--- config.mk ---
export PLATFORM = sky130hd
export DESIGN_NAME = riscv_lsu_flat
export DESIGN_NICKNAME = d
export VERILOG_FILES = /design/src/rtl/riscv_lsu_if.sv /design/src/rtl/riscv_lsu.sv /design/src/flat_wrapper.sv
export SDC_FILE = /design/constraint.sdc
export NUM_CORES = 1
export LEC_CHECK = 0
export CORE_MARGIN = 2
export CORE_UTILIZATION = 40
export CTS_BUF_LIST = sky130_fd_sc_hd__clkbuf_8
export DETAILED_ROUTE_END_ITERATION = 12
export PLACE_DENSITY = 0.73
export SLEW_MARGIN = 20
export SYNTH_ARGS = -nofsm -noshare
export SYNTH_HDL_FRONTEND = slang
export SYNTH_SLANG_ARGS = --single-unit
--- constraint.sdc ---
create_clock -name clk -period 2.1 [get_ports clk]
set_clock_uncertainty 0.1 [all_clocks]
set_input_delay 0.42 -clock clk [delete_from_list [all_inputs] [get_ports clk]]
set_output_delay 0.42 -clock clk [all_outputs]
set_load 0.01 [all_outputs]
--- src/rtl/riscv_lsu_if.sv ---
// Core-side request/response bus and memory-side request/ack bus for the load-store unit.
// Signal names keep their direction suffixes as seen from the LSU.
interface riscv_lsu_core_if;
  logic        lsu_req_i;
  logic        lsu_we_i;
  logic [2:0]  lsu_size_i;
  logic [31:0] lsu_addr_i;
  logic [31:0] lsu_wd_i;
  logic        lsu_stall_o;
  logic [31:0] lsu_rd_o;
  logic        lsu_err_o;
  logic [1:0]  lsu_err_cause_o;

  modport master (
    output lsu_req_i, lsu_we_i, lsu_size_i, lsu_addr_i, lsu_wd_i,
    input  lsu_stall_o, lsu_rd_o, lsu_err_o, lsu_err_cause_o
  );
  modport slave (
    input  lsu_req_i, lsu_we_i, lsu_size_i, lsu_addr_i, lsu_wd_i,
    output lsu_stall_o, lsu_rd_o, lsu_err_o, lsu_err_cause_o
  );
endinterface

interface riscv_lsu_mem_if;
  logic        mem_req_o;
  logic        mem_we_o;
  logic [3:0]  mem_be_o;
  logic [31:0] mem_addr_o;
  logic [31:0] mem_wd_o;
  logic [31:0] mem_rd_i;
  logic        mem_ack_i;

  modport master (
    output mem_req_o, mem_we_o, mem_be_o, mem_addr_o, mem_wd_o,
    input  mem_rd_i, mem_ack_i
  );
  modport slave (
    input  mem_req_o, mem_we_o, mem_be_o, mem_addr_o, mem_wd_o,
    output mem_rd_i, mem_ack_i
  );
endinterface

--- src/rtl/riscv_lsu.sv ---
// Load-store unit: one outstanding word-aligned byte-enabled access, stalls the core until ack/fault/timeout.
// Stall = 1 + WAIT cycles (1 cycle for faults caught at request time); memory backpressure is the ack wait.
module riscv_lsu #(
  parameter int TIMEOUT_CYCLES = 16
) (
  input  logic             clk,
  input  logic             reset,
  riscv_lsu_core_if.slave  core,
  riscv_lsu_mem_if.master  mem
);

  typedef enum logic [1:0] {S_IDLE, S_WAIT, S_DONE} state_t;

  localparam logic [7:0] CNT_LAST = 8'(TIMEOUT_CYCLES - 1);

  state_t      state_q, state_d;
  logic        mem_req_q, mem_req_d;
  logic        mem_we_q, mem_we_d;
  logic [3:0]  mem_be_q, mem_be_d;
  logic [31:0] mem_addr_q, mem_addr_d;
  logic [31:0] mem_wd_q, mem_wd_d;
  logic [1:0]  off_q, off_d;
  logic [2:0]  size_q, size_d;
  logic [7:0]  cnt_q, cnt_d;
  logic [31:0] rd_q, rd_d;
  logic        err_q, err_d;
  logic [1:0]  cause_q, cause_d;

  logic        illegal, misaligned;
  logic [3:0]  req_be;
  logic [31:0] req_wd;
  logic [7:0]  ld_byte;
  logic [15:0] ld_half;
  logic [31:0] ld_data;

  // Request decode; illegal size outranks misalignment.
  always_comb begin
    illegal    = (core.lsu_size_i == 3'd3) || (core.lsu_size_i[2:1] == 2'b11) ||
                 (core.lsu_we_i && core.lsu_size_i[2]);
    misaligned = ((core.lsu_size_i[1:0] == 2'b01) && core.lsu_addr_i[0]) ||
                 ((core.lsu_size_i == 3'd2) && (core.lsu_addr_i[1:0] != 2'b00));
    case (core.lsu_size_i[1:0])
      2'b00:   begin req_be = 4'b0001 << core.lsu_addr_i[1:0]; req_wd = {4{core.lsu_wd_i[7:0]}}; end
      2'b01:   begin req_be = 4'b0011 << core.lsu_addr_i[1:0]; req_wd = {2{core.lsu_wd_i[15:0]}}; end
      default: begin req_be = 4'b1111;                         req_wd = core.lsu_wd_i; end
    endcase
  end

  always_comb begin
    ld_byte = mem.mem_rd_i[7:0];
    case (off_q)
      2'd1:    ld_byte = mem.mem_rd_i[15:8];
      2'd2:    ld_byte = mem.mem_rd_i[23:16];
      2'd3:    ld_byte = mem.mem_rd_i[31:24];
      default: ld_byte = mem.mem_rd_i[7:0];
    endcase
    ld_half = off_q[1] ? mem.mem_rd_i[31:16] : mem.mem_rd_i[15:0];
    case (size_q)
      3'd0:    ld_data = {{24{ld_byte[7]}}, ld_byte};
      3'd4:    ld_data = {24'd0, ld_byte};
      3'd1:    ld_data = {{16{ld_half[15]}}, ld_half};
      3'd5:    ld_data = {16'd0, ld_half};
      default: ld_data = mem.mem_rd_i;
    endcase
  end

  always_comb begin
    state_d    = state_q;
    mem_req_d  = mem_req_q;
    mem_we_d   = mem_we_q;
    mem_be_d   = mem_be_q;
    mem_addr_d = mem_addr_q;
    mem_wd_d   = mem_wd_q;
    off_d      = off_q;
    size_d     = size_q;
    cnt_d      = cnt_q;
    rd_d       = rd_q;
    err_d      = err_q;
    cause_d    = cause_q;
    case (state_q)
      S_IDLE: begin
        if (core.lsu_req_i) begin
          rd_d = 32'd0;
          if (illegal || misaligned) begin
            err_d   = 1'b1;
            cause_d = illegal ? 2'b10 : 2'b01;
            state_d = S_DONE;
          end else begin
            mem_req_d  = 1'b1;
            mem_we_d   = core.lsu_we_i;
            mem_be_d   = req_be;
            mem_addr_d = {core.lsu_addr_i[31:2], 2'b00};
            mem_wd_d   = req_wd;
            off_d      = core.lsu_addr_i[1:0];
            size_d     = core.lsu_size_i;
            cnt_d      = 8'd0;
            err_d      = 1'b0;
            cause_d    = 2'b00;
            state_d    = S_WAIT;
          end
        end
      end
      S_WAIT: begin
        // An ack in the final allowed cycle still completes normally.
        if (mem.mem_ack_i) begin
          rd_d      = mem_we_q ? 32'd0 : ld_data;
          err_d     = 1'b0;
          cause_d   = 2'b00;
          mem_req_d = 1'b0;
          state_d   = S_DONE;
        end else if (cnt_q == CNT_LAST) begin
          rd_d      = 32'd0;
          err_d     = 1'b1;
          cause_d   = 2'b11;
          mem_req_d = 1'b0;
          state_d   = S_DONE;
        end else begin
          cnt_d = cnt_q + 8'd1;
        end
      end
      S_DONE:  state_d = S_IDLE;
      default: state_d = S_IDLE;
    endcase
  end

  always_ff @(posedge clk) begin
    if (reset) begin
      state_q    <= S_IDLE;
      mem_req_q  <= 1'b0;
      mem_we_q   <= 1'b0;
      mem_be_q   <= 4'd0;
      mem_addr_q <= 32'd0;
      mem_wd_q   <= 32'd0;
      off_q      <= 2'd0;
      size_q     <= 3'd0;
      cnt_q      <= 8'd0;
      rd_q       <= 32'd0;
      err_q      <= 1'b0;
      cause_q    <= 2'b00;
    end else begin
      state_q    <= state_d;
      mem_req_q  <= mem_req_d;
      mem_we_q   <= mem_we_d;
      mem_be_q   <= mem_be_d;
      mem_addr_q <= mem_addr_d;
      mem_wd_q   <= mem_wd_d;
      off_q      <= off_d;
      size_q     <= size_d;
      cnt_q      <= cnt_d;
      rd_q       <= rd_d;
      err_q      <= err_d;
      cause_q    <= cause_d;
    end
  end

  always_comb begin
    case (state_q)
      S_IDLE:  core.lsu_stall_o = core.lsu_req_i;
      S_WAIT:  core.lsu_stall_o = 1'b1;
      default: core.lsu_stall_o = 1'b0;
    endcase
  end

  assign core.lsu_rd_o        = rd_q;
  assign core.lsu_err_o       = err_q;
  assign core.lsu_err_cause_o = cause_q;
  assign mem.mem_req_o        = mem_req_q;
  assign mem.mem_we_o         = mem_we_q;
  assign mem.mem_be_o         = mem_be_q;
  assign mem.mem_addr_o       = mem_addr_q;
  assign mem.mem_wd_o         = mem_wd_q;

endmodule

--- src/flat_wrapper.sv ---
// flat-port wrapper written by rule: the top's interface ports become plain ports
module riscv_lsu_flat 
#(
  parameter int TIMEOUT_CYCLES = 16
)
  (clk, reset, core_lsu_req_i, core_lsu_we_i, core_lsu_size_i, core_lsu_addr_i, core_lsu_wd_i, core_lsu_stall_o, core_lsu_rd_o, core_lsu_err_o, core_lsu_err_cause_o, mem_mem_req_o, mem_mem_we_o, mem_mem_be_o, mem_mem_addr_o, mem_mem_wd_o, mem_mem_rd_i, mem_mem_ack_i);
  riscv_lsu_core_if core_i ();
  riscv_lsu_mem_if mem_i ();
  input  logic clk;
  input  logic reset;
  input wire logic [$bits(core_i.lsu_req_i)-1:0] core_lsu_req_i;
  input wire logic [$bits(core_i.lsu_we_i)-1:0] core_lsu_we_i;
  input wire logic [$bits(core_i.lsu_size_i)-1:0] core_lsu_size_i;
  input wire logic [$bits(core_i.lsu_addr_i)-1:0] core_lsu_addr_i;
  input wire logic [$bits(core_i.lsu_wd_i)-1:0] core_lsu_wd_i;
  output wire logic [$bits(core_i.lsu_stall_o)-1:0] core_lsu_stall_o;
  output wire logic [$bits(core_i.lsu_rd_o)-1:0] core_lsu_rd_o;
  output wire logic [$bits(core_i.lsu_err_o)-1:0] core_lsu_err_o;
  output wire logic [$bits(core_i.lsu_err_cause_o)-1:0] core_lsu_err_cause_o;
  output wire logic [$bits(mem_i.mem_req_o)-1:0] mem_mem_req_o;
  output wire logic [$bits(mem_i.mem_we_o)-1:0] mem_mem_we_o;
  output wire logic [$bits(mem_i.mem_be_o)-1:0] mem_mem_be_o;
  output wire logic [$bits(mem_i.mem_addr_o)-1:0] mem_mem_addr_o;
  output wire logic [$bits(mem_i.mem_wd_o)-1:0] mem_mem_wd_o;
  input wire logic [$bits(mem_i.mem_rd_i)-1:0] mem_mem_rd_i;
  input wire logic [$bits(mem_i.mem_ack_i)-1:0] mem_mem_ack_i;
  assign core_i.lsu_req_i = core_lsu_req_i;
  assign core_i.lsu_we_i = core_lsu_we_i;
  assign core_i.lsu_size_i = core_lsu_size_i;
  assign core_i.lsu_addr_i = core_lsu_addr_i;
  assign core_i.lsu_wd_i = core_lsu_wd_i;
  assign core_lsu_stall_o = core_i.lsu_stall_o;
  assign core_lsu_rd_o = core_i.lsu_rd_o;
  assign core_lsu_err_o = core_i.lsu_err_o;
  assign core_lsu_err_cause_o = core_i.lsu_err_cause_o;
  assign mem_mem_req_o = mem_i.mem_req_o;
  assign mem_mem_we_o = mem_i.mem_we_o;
  assign mem_mem_be_o = mem_i.mem_be_o;
  assign mem_mem_addr_o = mem_i.mem_addr_o;
  assign mem_mem_wd_o = mem_i.mem_wd_o;
  assign mem_i.mem_rd_i = mem_mem_rd_i;
  assign mem_i.mem_ack_i = mem_mem_ack_i;
  riscv_lsu #(.TIMEOUT_CYCLES(TIMEOUT_CYCLES)) u_core (.clk(clk), .reset(reset), .core(core_i), .mem(mem_i));
endmodule
== Word-level counts from Yosys, hierarchy flattened ==
Index checks and enable logic that the tools add are counted.

* Word-level logic and storage cells: 87
* Output and inout bits: 106
* Input bits: 104
* Register bits after elaboration: 118

* Equality and inequality tests: 17
* Bitwise operators: 1
* $add $sub $neg: 1
* Reductions and logical operators: 17
* Shift-type cells: 2
* Multiplexer cells: 37

{| class="wikitable"
|+ Operators by type and width
! operator !! number
|-
| $mux 32 || 4
|-
| $pmux 32 s2 || 2
|-
| $pmux 32 s4 || 1
|-
| $mux 8 || 4
|-
| $pmux 8 s3 || 1
|-
| $mux 2 || 9
|-
| $mux 16 || 1
|-
| $pmux 8 s2 || 1
|-
| $add 8x1->8 const B || 1
|-
| $eq 8x4->1 const B || 1
|-
| $mux 1 || 8
|-
| $ne 2x2->1 const B || 4
|-
| $pmux 2 s2 || 2
|-
| $pmux 4 s2 || 1
|-
| $eq 2x1->1 const B || 3
|-
| $eq 2x2->1 const B || 3
|-
| $eq 3x2->1 const B || 2
|-
| $eq 3x3->1 const B || 2
|-
| $pmux 1 s2 || 3
|-
| $reduce_and 3->1 || 2
|-
| $reduce_and 5->1 || 1
|-
| $logic_not 2->1 || 2
|-
| $logic_or 1x1->1 || 4
|-
| $reduce_and 4->1 || 1
|-
| 9 further kinds || 12
|}

== Depth between registers and ports, before layout ==
* Word-level depth: 7
* Gate-level depth with buffers: 7

== Worst setup path before layout ==
Ideal clock, no wire load.

* Path type: input to register
* Start point: in core_lsu_addr_i[0]
* End point: reg u_core.mem_be_q[0] (netlist: u_core.mem.mem_be_o[0])
* Data arrival time: 1,672 ps
* Required time: 1,920 ps
* Buffers on the path: 3
* Slack: 248 ps
* Stages on the path: 7
* Path through: buf_2 -> a221oi_2 -> o211a_4 -> buf_4 -> buf_4 -> nor2_1 -> a211oi_2

* Cells in the longest elaborated chain, start to end: 6
* Elaborated cells on any way between the ends: 10
* Classes of those cells: shift (2); mux (1); bitwise (1); reduce/logical (6)

{| class="wikitable"
|+ Ends and longest elaborated chain
! element !! RTL line !! RTL
|-
| start, declared || flat_wrapper.sv:14 || <nowiki>input wire logic [$bits(core_i.lsu_addr_i)-1:0] core_lsu_addr_i;</nowiki>
|-
| $reduce_bool 2->1 || riscv_lsu.sv:41 || <nowiki>((core.lsu_size_i == 3'd2) && (core.lsu_addr_i[1:0] != 2'b00));</nowiki>
|-
| $logic_and 1x1->1 || riscv_lsu.sv:41 ||
|-
| $logic_or 1x1->1 || riscv_lsu.sv:40 || <nowiki>misaligned = ((core.lsu_size_i[1:0] == 2'b01) && core.lsu_addr_i[0]) ||</nowiki>
|-
| $logic_or 1x1->1 || riscv_lsu.sv:84 || <nowiki>if (illegal || misaligned) begin</nowiki>
|-
| $not 1->1 (no source line) || - ||
|-
| $reduce_and 3->1 (no source line) || - ||
|-
| end signal, assigned || riscv_lsu.sv:144 || <nowiki>mem_be_q <= mem_be_d;</nowiki>
|-
| end, declared || riscv_lsu.sv:19 || <nowiki>logic [3:0] mem_be_q, mem_be_d;</nowiki>
|}

Parallel ways exist; a longest one is shown, timed or not.
A chain may end at the register's enable or synchronous reset.

== Worst setup path after layout ==
* Start point: in core_lsu_req_i
* End point: out core_lsu_stall_o

* Cells in the longest elaborated chain, start to end: 1

{| class="wikitable"
|+ Ends and longest elaborated chain
! element !! RTL line !! RTL
|-
| start, declared || flat_wrapper.sv:11 || <nowiki>input wire logic [$bits(core_i.lsu_req_i)-1:0] core_lsu_req_i;</nowiki>
|-
| $pmux 1 s2 || riscv_lsu.sv:157 || <nowiki>case (state_q)</nowiki>
|-
| end, declared || flat_wrapper.sv:16 || <nowiki>output wire logic [$bits(core_i.lsu_stall_o)-1:0] core_lsu_stall_o;</nowiki>
|}

No other way between the ends.

==> metrics.cfg <==
[run_status]
status = completed

[floorplan]
fp.coreArea_um2 = 13300
die_area_um2 = 14700
num_rows = 42
die_y_um = 121
die_w_um = 121
start_util_pct = 41.3
ios = 210

[timing]
setup_viol = 0
max_freq_ghz = 0.505
hold_viol_final = 0
final.min_clock_period_ns = 1.98
drv_slew = 0
rsz0062_at_grt = no
fin_crit_sh_pct = 94.2
whs_ns = 0.320

[setup_path]
cp_data_required_time_ns = 1.58
critical-path-top-delay-family = buffers and inverters
end_kind = primary output
crit_arrival_ns = 1.46
cp_max_fo = 2
worst_path_max_delay_cell = clkdlybuf4s50_1
path_cells = clkdlybuf4s50_1 -> nor2_1 -> or2_2 -> inv_1 -> buf_2
crit_buf_inv = 3
slowest_delay_ns = 0.49
worst-setup-path-type = input port to primary output
cp-start-kind = input port

[clock_tree]
cts.sinks = 118
cts_tree = yes
cts_buffer_depth = 2
cts_root_buf = clkbuf_8
cts_max_level = 4
numCtsBuffers = 17
insertion_delay_ns = 0.42
postCtsSetupRepairBufs = 0
cts.clk_slew.worst_paths_ns = 0.06

[synth]
synth_cell_types = 56
ys_ff_latch = 118
synth-edff-count = 0
syn_area_um2 = 5510
syn_inst = 624
yosys_warnings = 0
synthArstFlopShare_pct = 0
synth_ff_type = dfxtp_1
ys_seq_area_share_pct = 42.9
avgSynthCellArea_um2 = 8.83

[worst_hold_path]
holdCritPathClass = input port to flip-flop

[final_layout]
syn_to_final_growth_pct = 52.3
layout-drive-gt1-share_pct = 14.5
antennaDiodeCount = 0
nets = 955

[pwr]
total_power_mw = 5.75
combPwrFrac_pct = 18.6
pwr_density_cell_nw_per_um2 = 685
irDropWorstVdd_mv = 0.429
p_seq_share_pct = 41.7
p_switching_mw = 1.43
p_leak_nw = 3.05
switching_share_pct = 24.8
intPower_mw = 4.33
clkPwrFrac_pct = 39.7

[grt]
antenna_found_initial = 0
grt_max_degree = 94
grt-ovfl-total = 0
grt_usage_pct = 23.1
grt_pass1_vias = 5543
grt_pass1_wl_um = 26900

[placed_design]
io_buffers = 207
dp_hpwl_um = 12400
gp_congestion = 0.851

[route]
ant_nets = 0
via_per_inst = 5.30
drt_pass1_iterations = 4
route.detailed.drc = 0
routedWlPerCell_um = 16.3
routed_wl_um = 16900
drtIter0Drc = 335
vias = 5503

[run]
drv_cap = 0

## synth_stat cells (all sizes together), types with 9 or more instances
| cell | instances | area (um^2) |
|---|---|---|
| a211oi | 12 | 130 |
| a21oi | 68 | 352 |
| a311oi | 10 | 87.6 |
| a32o | 17 | 170 |
| buf | 24 | 173 |
| clkbuf | 29 | 130 |
| dfxtp | 118 | 2360 |
| mux2 | 16 | 180 |
| mux2i | 30 | 300 |
| nand2 | 117 | 439 |
| nand2b | 19 | 119 |
| nand3 | 9 | 45.0 |
| nor2 | 31 | 116 |
| o211ai | 10 | 80.1 |
| o21ai | 39 | 206 |
## state kept, by name (all words and copies together), names as in the netlist
register                     cells
u_core.core.lsu_rd_o            32
u_core.mem.mem_wd_o             32
u_core.mem.mem_addr_o           30
u_core.cnt_q                     8
u_core.mem.mem_be_o              4
u_core.size_q                    3
u_core.core.lsu_err_cause_o      2
u_core.off_q                     2
u_core.state_q                   2
u_core.core.lsu_err_o            1
u_core.mem.mem_req_o             1
u_core.mem.mem_we_o              1
## power by group through the flow
stage	sequential, mW	combinational, mW	clock [mW]
floorplan	2.47	0.462	0
global placement	2.44	1.05	0
detailed placement	2.45	1.07	0
CTS	2.40	1.08	2.35
global route	2.41	1.16	2.45
finish	2.40	1.07	2.28
## final timing paths
check                                              start                                     endpoint  slack (ns)  cells past startpoint
setup / recovery                          core_lsu_req_i                             core_lsu_stall_o        0.12                      5
hold / removal                                     reset            u_core.mem.mem_req_o$_SDFFE_PP0P_        0.32                      3
setup reg to reg            u_core.cnt_q[4]$_SDFFE_PP0P_  u_core.core.lsu_err_cause_o[1]$_SDFFE_PP0P_        0.20                      5
hold reg to reg   u_core.mem.mem_addr_o[11]$_SDFFE_PP0P_       u_core.mem.mem_addr_o[11]$_SDFFE_PP0P_        0.35                      2
## routing by layer
layer | part of all wire [%] | global-route usage, % | routed length [um]
met3 | 7.2 | 6.63 | 1220
met4 | 2.6 | 10.3 | 448
met2 | 49 | 39.4 | 8310
met5 | 0 | 0 | 0
met1 | 41 | 26.7 | 6940
## area by class of cell
type                            instances  area [um^2]
Fill cell                            1171         4950
Multi-Input combinational cell        449         2840
Timing Repair Buffer                  259         2520
Sequential cell                       118         2360
Clock buffer                           18          248
Tap cell                              176          220
Clock inverter                         13          188
Inverter                                5         18.8
## layout by cell type, fill, tap and decap left out, types with 2 or more instances in the layout
cell / Yosys / final
a211oi_2: 8 / 8
o211ai_1: 9 / 9
a21boi_0: 8 / 8
o21ai_0: 36 / 36
bufinv_16: 0 / 5
nor4_1: 2 / 2
o21a_1: 2 / 2
clkbuf_8: 2 / 18
a21oi_1: 67 / 67
nand3_1: 9 / 9
or2_2: 2 / 2
nand2b_1: 19 / 19
buf_4: 10 / 48
a2111oi_2: 2 / 2
or3_1: 6 / 6
clkdlybuf4s50_1: 0 / 205
nand2_1: 117 / 117
o21ai_1: 2 / 2
mux2i_1: 30 / 30
dfxtp_1: 118 / 117
nor2_1: 31 / 31
inv_1: 3 / 5
a211oi_1: 4 / 4
nor3_1: 5 / 5
o2bb2ai_1: 8 / 8
a311oi_1: 10 / 10
conb_1: 1 / 2
inv_2: 2 / 2
o2111ai_1: 2 / 2
buf_12: 0 / 5
a32o_1: 17 / 17
mux2_2: 16 / 16
o22ai_1: 8 / 8
a221o_1: 8 / 8
clkinv_2: 0 / 6
## through the flow
stage,setup WS (ns),instances,util [%],cell area (um^2),setup TNS (ns)
4_1_cts,0.0171,1038,62.9,8400,0
5_1_grt,0.0415,1038,62.9,8390,0
2_1_floorplan,0.248,625,-,5510,0
3_3_place_gp,-0.301,1007,59.7,7960,-15.32
3_5_place_dp,-0.300,1007,59.7,7960,-17.76
6_report,0.121,1038,62.9,8390,0
## tightest hold or removal path, cell delays in order
cell and delay, ns:
buf_4 0.10, inv_1 0.13, o211a_1 0.15
## cell families (layout without fill, tap and decap cells)
| kind of cell | Yosys count | after routing | synth area share [%] |
|---|---|---|---|
| buffers and inverters | 58 | 295 | 5.84 |
| DFF | 118 | 118 | 42.9 |
| and+or+nand+nor | 200 | 200 | 16.3 |
| AOI/OAI and AO/OA | 199 | 199 | 25.5 |
| other | 1 | 2 | 0.0681 |
| adders and majority gates | 1 | 1 | 0.227 |
| muxes | 47 | 47 | 9.13 |
## repair_timing
item | CTS | global route
hold buffers | 0 | 0
setup endpoints to repair | 1 | 1
endpoints found under the hold margin | 0 | 0
resized for setup | 4 | 1
pin swaps | 0 | 0
(Power assumes the default switching activity.)
